$ cat src/rtl/nav_input_conditioner.sv
// nav_input_conditioner: merges board keys and keyboard hold levels per
// direction, synchronises and debounces them, and emits one-cycle press /
// hold-to-repeat pulses with fixed priority up > down > left > right.
// Ports:
//   clk        system clock
//   resetn     synchronous active-low reset
//   key_n      raw board keys, active-low, [0]=right [1]=up [2]=down [3]=left
//   kb_hold    raw keyboard hold levels, active-high, same ordering
//   repeat_en  1 = hold-to-repeat enabled, 0 = single pulse per press
//   btn_up/btn_down/btn_left/btn_right  registered one-cycle pulses
//   held       debounced pressed level per channel, key_n ordering
module nav_input_conditioner #(
  parameter int unsigned DEBOUNCE_CYCLES = 500000,
  parameter int unsigned REPEAT_DELAY    = 25000000,
  parameter int unsigned REPEAT_RATE     = 5000000,
  parameter int unsigned CNT_W           = 25
) (
  input  logic       clk,
  input  logic       resetn,
  input  logic [3:0] key_n,
  input  logic [3:0] kb_hold,
  input  logic       repeat_en,
  output logic       btn_up,
  output logic       btn_down,
  output logic       btn_left,
  output logic       btn_right,
  output logic [3:0] held
);

  localparam int unsigned NCH = 4;
  localparam logic [CNT_W-1:0] DB_LAST  = CNT_W'(DEBOUNCE_CYCLES - 1);
  localparam logic [CNT_W-1:0] RD_LAST  = CNT_W'(REPEAT_DELAY - 1);
  localparam logic [CNT_W-1:0] RR_LAST  = CNT_W'(REPEAT_RATE - 1);
  localparam logic [CNT_W-1:0] CNT_ONE  = CNT_W'(1);

  typedef enum logic [1:0] {
    ST_IDLE   = 2'd0,
    ST_DELAY  = 2'd1,
    ST_REPEAT = 2'd2
  } state_t;

  logic [NCH-1:0]   key_s1, key_s2;
  logic [NCH-1:0]   kb_s1, kb_s2;
  logic [NCH-1:0]   raw_c;
  logic [NCH-1:0]   held_q;
  logic [CNT_W-1:0] db_cnt_q [NCH];

  state_t           state_q [NCH];
  state_t           state_d [NCH];
  logic [CNT_W-1:0] rpt_cnt_q [NCH];
  logic [CNT_W-1:0] rpt_cnt_d [NCH];
  logic [NCH-1:0]   event_c;

  logic [NCH-1:0]   pending_q, pending_d;
  logic [NCH-1:0]   req_c, grant_c;

  // Two-flop synchronisers; reset value is the released level.
  always_ff @(posedge clk) begin
    if (!resetn) begin
      key_s1 <= '1;
      key_s2 <= '1;
      kb_s1  <= '0;
      kb_s2  <= '0;
    end else begin
      key_s1 <= key_n;
      key_s2 <= key_s1;
      kb_s1  <= kb_hold;
      kb_s2  <= kb_s1;
    end
  end

  assign raw_c = ~key_s2 | kb_s2;

  // Debounce: held toggles after DEBOUNCE_CYCLES consecutive mismatches.
  always_ff @(posedge clk) begin
    if (!resetn) begin
      held_q <= '0;
      for (int i = 0; i < NCH; i++) db_cnt_q[i] <= '0;
    end else begin
      for (int i = 0; i < NCH; i++) begin
        if (raw_c[i] == held_q[i]) begin
          db_cnt_q[i] <= '0;
        end else if (db_cnt_q[i] == DB_LAST) begin
          held_q[i]   <= ~held_q[i];
          db_cnt_q[i] <= '0;
        end else begin
          db_cnt_q[i] <= db_cnt_q[i] + CNT_ONE;
        end
      end
    end
  end

  assign held = held_q;

  // Channel FSM state and repeat counter registers.
  always_ff @(posedge clk) begin
    if (!resetn) begin
      for (int i = 0; i < NCH; i++) begin
        state_q[i]   <= ST_IDLE;
        rpt_cnt_q[i] <= '0;
      end
    end else begin
      for (int i = 0; i < NCH; i++) begin
        state_q[i]   <= state_d[i];
        rpt_cnt_q[i] <= rpt_cnt_d[i];
      end
    end
  end

  // Channel FSM next state; release wins over any coincident repeat event.
  always_comb begin
    event_c = '0;
    for (int i = 0; i < NCH; i++) begin
      state_d[i]   = state_q[i];
      rpt_cnt_d[i] = rpt_cnt_q[i];
      case (state_q[i])
        ST_IDLE: begin
          if (held_q[i]) begin
            event_c[i]   = 1'b1;
            state_d[i]   = ST_DELAY;
            rpt_cnt_d[i] = '0;
          end
        end
        ST_DELAY: begin
          if (!held_q[i]) begin
            state_d[i]   = ST_IDLE;
            rpt_cnt_d[i] = '0;
          end else if (!repeat_en) begin
            rpt_cnt_d[i] = '0;
          end else if (rpt_cnt_q[i] == RD_LAST) begin
            event_c[i]   = 1'b1;
            state_d[i]   = ST_REPEAT;
            rpt_cnt_d[i] = '0;
          end else begin
            rpt_cnt_d[i] = rpt_cnt_q[i] + CNT_ONE;
          end
        end
        ST_REPEAT: begin
          if (!held_q[i]) begin
            state_d[i]   = ST_IDLE;
            rpt_cnt_d[i] = '0;
          end else if (!repeat_en) begin
            state_d[i]   = ST_DELAY;
            rpt_cnt_d[i] = '0;
          end else if (rpt_cnt_q[i] == RR_LAST) begin
            event_c[i]   = 1'b1;
            rpt_cnt_d[i] = '0;
          end else begin
            rpt_cnt_d[i] = rpt_cnt_q[i] + CNT_ONE;
          end
        end
        default: begin
          state_d[i]   = ST_IDLE;
          rpt_cnt_d[i] = '0;
        end
      endcase
    end
  end

  // Fixed-priority grant over pending plus new events: up > down > left > right.
  always_comb begin
    req_c   = pending_q | event_c;
    grant_c = '0;
    if (req_c[1])      grant_c[1] = 1'b1;
    else if (req_c[2]) grant_c[2] = 1'b1;
    else if (req_c[3]) grant_c[3] = 1'b1;
    else if (req_c[0]) grant_c[0] = 1'b1;
    pending_d = req_c & ~grant_c;
  end

  // Pending bits and registered pulse outputs.
  always_ff @(posedge clk) begin
    if (!resetn) begin
      pending_q <= '0;
      btn_up    <= 1'b0;
      btn_down  <= 1'b0;
      btn_left  <= 1'b0;
      btn_right <= 1'b0;
    end else begin
      pending_q <= pending_d;
      btn_up    <= grant_c[1];
      btn_down  <= grant_c[2];
      btn_left  <= grant_c[3];
      btn_right <= grant_c[0];
    end
  end

endmodule

$ cat config.mk
export PLATFORM = sky130hd
export DESIGN_NAME = nav_input_conditioner
export DESIGN_NICKNAME = d
export VERILOG_FILES = /design/src/rtl/nav_input_conditioner.sv
export SDC_FILE = /design/constraint.sdc
export NUM_CORES = 1
export LEC_CHECK = 0
export ABC_AREA = 1
export BUFFER_PORTS_ARGS = -buffer_cell sky130_fd_sc_hd__buf_2
export CORE_MARGIN = 5
export CORE_UTILIZATION = 30
export CTS_CLUSTER_SIZE = 12
export DETAILED_ROUTE_END_ITERATION = 10
export PLACE_DENSITY = 0.47
export SYNTH_ARGS = -nofsm -noshare
export SYNTH_HDL_FRONTEND = slang
export SYNTH_SLANG_ARGS = --single-unit
$ cat constraint.sdc
create_clock -name clk -period 2.5 [get_ports clk]
set_input_delay 0.5 -clock clk [delete_from_list [all_inputs] [get_ports clk]]
set_output_delay 0.5 -clock clk [all_outputs]
set_load 0.02 [all_outputs]
-- Word-level counts from Yosys, hierarchy flattened
Memories as Yosys holds them, arrays and structs flattened.
Cells that the tools add are included.
- input port bits: 11
- logic and storage cells: 256
- memories: 3
- memory bits (writable): 208
- bits in registers: 28
- output and inout port bits: 8
- reduce and logical (&&, ||, !) cells: 8
- equal/unequal tests: 24
- bitwise operators: 33
- add/subtract/negate cells: 8
- mux-type cells: 167
- memories (memory ; depth ; width ; read ports ; clocked after Yosys merged registers in ; wr ports ; line ; RTL):
    db_cnt_q ; 4 ; 25 ; 4 ; 0 ; 4 ; 46 ; logic [CNT_W-1:0] db_cnt_q [NCH];
    rpt_cnt_q ; 4 ; 25 ; 4 ; 0 ; 4 ; 50 ; logic [CNT_W-1:0] rpt_cnt_q [NCH];
    state_q ; 4 ; 2 ; 4 ; 0 ; 4 ; 48 ; state_t state_q [NCH];
- operators by type and width (kind ; number):
    25-bit two-way mux ; 44
    25-bit case mux with 3 select lines ; 4
    25-bit by 1-bit adder with 25-bit output, second input constant ; 8
    25-bit by 19-bit equality test with 1-bit output, second input constant ; 4
    25-bit by 23-bit equality test with 1-bit output, second input constant ; 4
    25-bit equality test, second input constant ; 4
    1-bit two-way mux ; 82
    2-bit two-way mux ; 29
    2-bit case mux with 3 select lines ; 4
    1-bit bitwise OR ; 20
    1-bit case mux with 3 select lines ; 4
    2-bit by 1-bit equality test with 1-bit output, second input constant ; 4
    2-bit equality test, second input constant ; 4
    2-bit logical NOT ; 4
    1-bit inverter ; 8
    4-bit inverter ; 2
    4-bit bitwise OR ; 2
    2-bit AND reduction ; 4
    4-bit AND ; 1
    1-bit equality test ; 4

-- Logic depth before layout (Yosys ltp)
- depth after elaboration: 12
- gate-level depth with buffers: 14
- gate-level depth less buffers: 14

-- Least setup slack after synthesis
Ideal clock, no wire load.
- path type: register to register
- start point: memory db_cnt_q[1][0]
- end point: memory db_cnt_q[1][9], data pin
- required time: 2.227 ns
- data arrival time: 1.549 ns
- period minus slack after synthesis: 1.822 ns
- slack: 0.678 ns
- stages on the path, launching flop included: 10
- setup time: 0.273 ns
- path buffers: 2
- path through: edfxtp_1 ha_1 nand2_1 nor2_1 inv_1 nor4_2 nand2b_1 buf_2 buf_4 nor3b_1
- RTL lines (what ; line):
    from (decl) ; 46

==> flow_summary.yaml <==
global_route:
  grt_usage_pct: 13.18
  overflow: 0
  antenna_found_initial: 0
  grt_pass1_wl_um: 57730
  grt_pass1_vias: 12022
  grt_start_max_net_pins: 98
clock_tree:
  cts_num_sinks: 235
  cts_tree: "built"
  cts_made_buffers: 30
  cts-root-buf: "clkbuf_16"
  postCtsSetupBuffers: 0
  clk_latency_ps: 560
  htreeDepth: 1
  ctsHoldBuffers: 0
  max-clock-path-buffers: 3
  cts_resized: 0
  clk_pin_slew_ps: 60
timing:
  grt_setup_unrepaired: "false"
  slew_headroom_pct: 65.54
  drv_slew: 0
  fin_crit_sh_pct: 85.66
  hold_viol: 0
  finalSetupViolCount: 0
  skew_ps: 13.11
  post-route-min-period_ps: 2141
  tightest_slew_ps: 512.1
  tns_ps: 0
  fmax_mhz: 467.0
route:
  drtPass1Iterations: 6
  viasPerCell: 4.595
  wirelength_um: 34590
  vias: 12755
  drc: 0
  post_drt_wl_per_cell_um: 12.46
  ant_nets: 0
  drtIter0Drc: 791
synthesis:
  netlist_area_mm2: 0.01419
  synth-edff-count: 100
  async_reset_ff_share_pct: 0
  yosys_warnings: 0
  yosysUniqueCellTypes: 49
  synth-seq-cells: 235
  netlist_instances: 2019
  ys.flop_type: "dfxtp_1"
  avgSynthCellArea_um2: 7.027
  seq_area_frac_synth_pct: 40.22
critical_path:
  path_cells: "ha_1 > nand2_1 > nor2_1 > inv_1 > nor2_1 > nand4_1 > nand2_1 > inv_1 > o21ai_0 > a21oi_1"
  cp_slowest_cell: "edfxtp_1"
  r2r-start: "db_cnt_q[2][0]$_SDFFCE_PN0P_"
  rr_worst_depth: 10
  end_kind: "register"
  critical-path-top-delay-family: "simple AND/OR/NAND/NOR gates"
  cp_slowest_stage_delay_ps: 380
  rrSetupSlack_ps: 360
  startpoint_type: "register"
  timing.rr.end: "db_cnt_q[2][11]$_SDFFCE_PN0P_"
  setup.worst_path.class: "reg -> reg"
  cp_max_fo: 8
  worstPathArrival_ps: 2460
  crit_buf_inv: 2
  critical_path_required_ps: 2820
outcome:
  status: "finished, final reports clean"
finish:
  antennaDiodeCount: 0
  fin_nets: 2180
  syn_to_final_growth_pct: 15.09
  layout-drive-gt1-share_pct: 7.377
  final_cell_mix: "nand2_1 (485), nor2_1 (268), inv_1 (263), a21oi_1 (150), nand3_1 (141)"
  final_common_cell: "nand2_1"
  finalInstanceArea_mm2: 0.01633
power:
  cellLeakagePower_nw: 6.239
  ir_drop_mv: 0.4458
  power.density_mw_per_mm2: 575.7
floorplanning:
  die_w_um: 227.5
  coreArea_mm2: 0.04665
  design.portCount: 19
  die_h_um: 227.5
  die-area_mm2: 0.05174
  rows: 79
  start_util_pct: 30.41
min_path:
  hold_class: "in -> reg"
  hold_end: "key_s1[0]$_SDFF_PN1_"
  whs_path_depth: 2
  min_from: "key_n[0]"
placed_design:
  io_buffers: 18
  dp_hpwl_um: 25320
  gp_congestion: 0.8551
  place_area_mm2: 0.01538
job:
  drv_cap: 0
area by class of cell:
cell class	instances	area (um^2)
clock buffer	38	832.0
clock inverter	18	111.4
fill	5004	30330
inverter	268	1010
multi-input combinational	1567	7607
sequential	235	5705
tap	607	759.5
timing repair buffer	43	302.8
how the worst max path moves through the flow:
| stage | startpoint | cells after the start | endpoint |
|---|---|---|---|
| global placement | rpt_cnt_q[1][0]$_SDFFE_PN0P_ | 9 | rpt_cnt_q[1][14]$_SDFFE_PN0P_ |
| floorplan | db_cnt_q[1][0]$_SDFFCE_PN0P_ | 9 | db_cnt_q[1][9]$_SDFFCE_PN0P_ |
| global route | db_cnt_q[2][0]$_SDFFCE_PN0P_ | 10 | db_cnt_q[2][9]$_SDFFCE_PN0P_ |
| CTS | db_cnt_q[2][0]$_SDFFCE_PN0P_ | 10 | db_cnt_q[2][11]$_SDFFCE_PN0P_ |
| detailed placement | db_cnt_q[2][0]$_SDFFCE_PN0P_ | 10 | db_cnt_q[2][11]$_SDFFCE_PN0P_ |
| finish | db_cnt_q[2][0]$_SDFFCE_PN0P_ | 10 | db_cnt_q[2][11]$_SDFFCE_PN0P_ |
state kept, by name, summed over array words and instances, names as in the netlist:
signal and cells:
kb_s1 4, key_s2 4, pending_q 3, rpt_cnt_q 100, held 4, kb_s2 4, db_cnt_q 100, state_q 8
btn_left 1, btn_right 1, key_s1 4, btn_down 1, btn_up 1
through the flow:
step / setup slack (ps) / total power, mW / utilization (%) / hold slack [ps] / std cells
after floorplan: 678.0 / 5.015 / - / 390.5 / 2118
after global placement: 435.8 / 5.354 / 32.98 / 391.2 / 2720
after detailed placement: 349.1 / 5.360 / 32.98 / 398.9 / 2720
after CTS: 345.1 / 9.602 / 35.00 / 72.42 / 2776
after global routing: 124.3 / 9.909 / 35.00 / 92.47 / 2776
final: 358.5 / 9.399 / 35.00 / 114.1 / 2776
layer usage:
layer	up-vias	track usage [%]	part of all wire, %
li1	6771	-	-
met4	0	3.627	1.8
met3	46	1.896	3.4
met1	5783	17.67	49
met5	-	0	0
met2	155	22.32	46
power by group:
part / total (mW) / leakage, nW / internal, mW / switching (mW)
sequential: 4.24 / 2.12 / 4.13 / 0.110
clock: 4.13 / 0.475 / 2.43 / 1.70
combinational: 1.02 / 3.64 / 0.304 / 0.717
total: 9.40 / 6.24 / 6.87 / 2.53
cell families (layout without fill, tap and decap cells):
kind of cell / Yosys count / in the layout / share of synthesized area, %
adders and majority gates: 24 / 24 / 2.117
xor gates and xnor gates: 49 / 49 / 3.025
other: 1 / 100 / 0.02643
and+or+nand+nor: 1166 / 1166 / 37.20
DFF: 235 / 235 / 40.22
buffers and inverters: 316 / 367 / 8.784
AOI/OAI and AO/OA: 228 / 228 / 8.634
synthesized netlist by cell type (5+ instances only):
master | n | area share (%)
nand2_1 | 485 | 13
nor2_1 | 268 | 7.1
inv_1 | 263 | 7.0
a21oi_1 | 150 | 5.3
nand3_1 | 141 | 5.0
dfxtp_1 | 135 | 19
edfxtp_1 | 100 | 21
nor3_1 | 90 | 3.2
nand4_1 | 60 | 2.6
o21ai_0 | 39 | 1.4
xor2_1 | 37 | 2.3
clkbuf_1 | 26 | 0.69
ha_1 | 24 | 2.1
or2_2 | 23 | 1.0
nor3b_1 | 22 | 1.2
buf_2 | 16 | 0.56
nor4_1 | 16 | 0.71
xnor2_1 | 12 | 0.74
nor2_2 | 11 | 0.49
o21a_1 | 9 | 0.48
nand2_2 | 8 | 0.35
nand3b_1 | 7 | 0.37
nor2_4 | 7 | 0.56
nand3_2 | 5 | 0.35
o21bai_1 | 5 | 0.26
No activity file was read; power rests on OpenSTA's default activity.
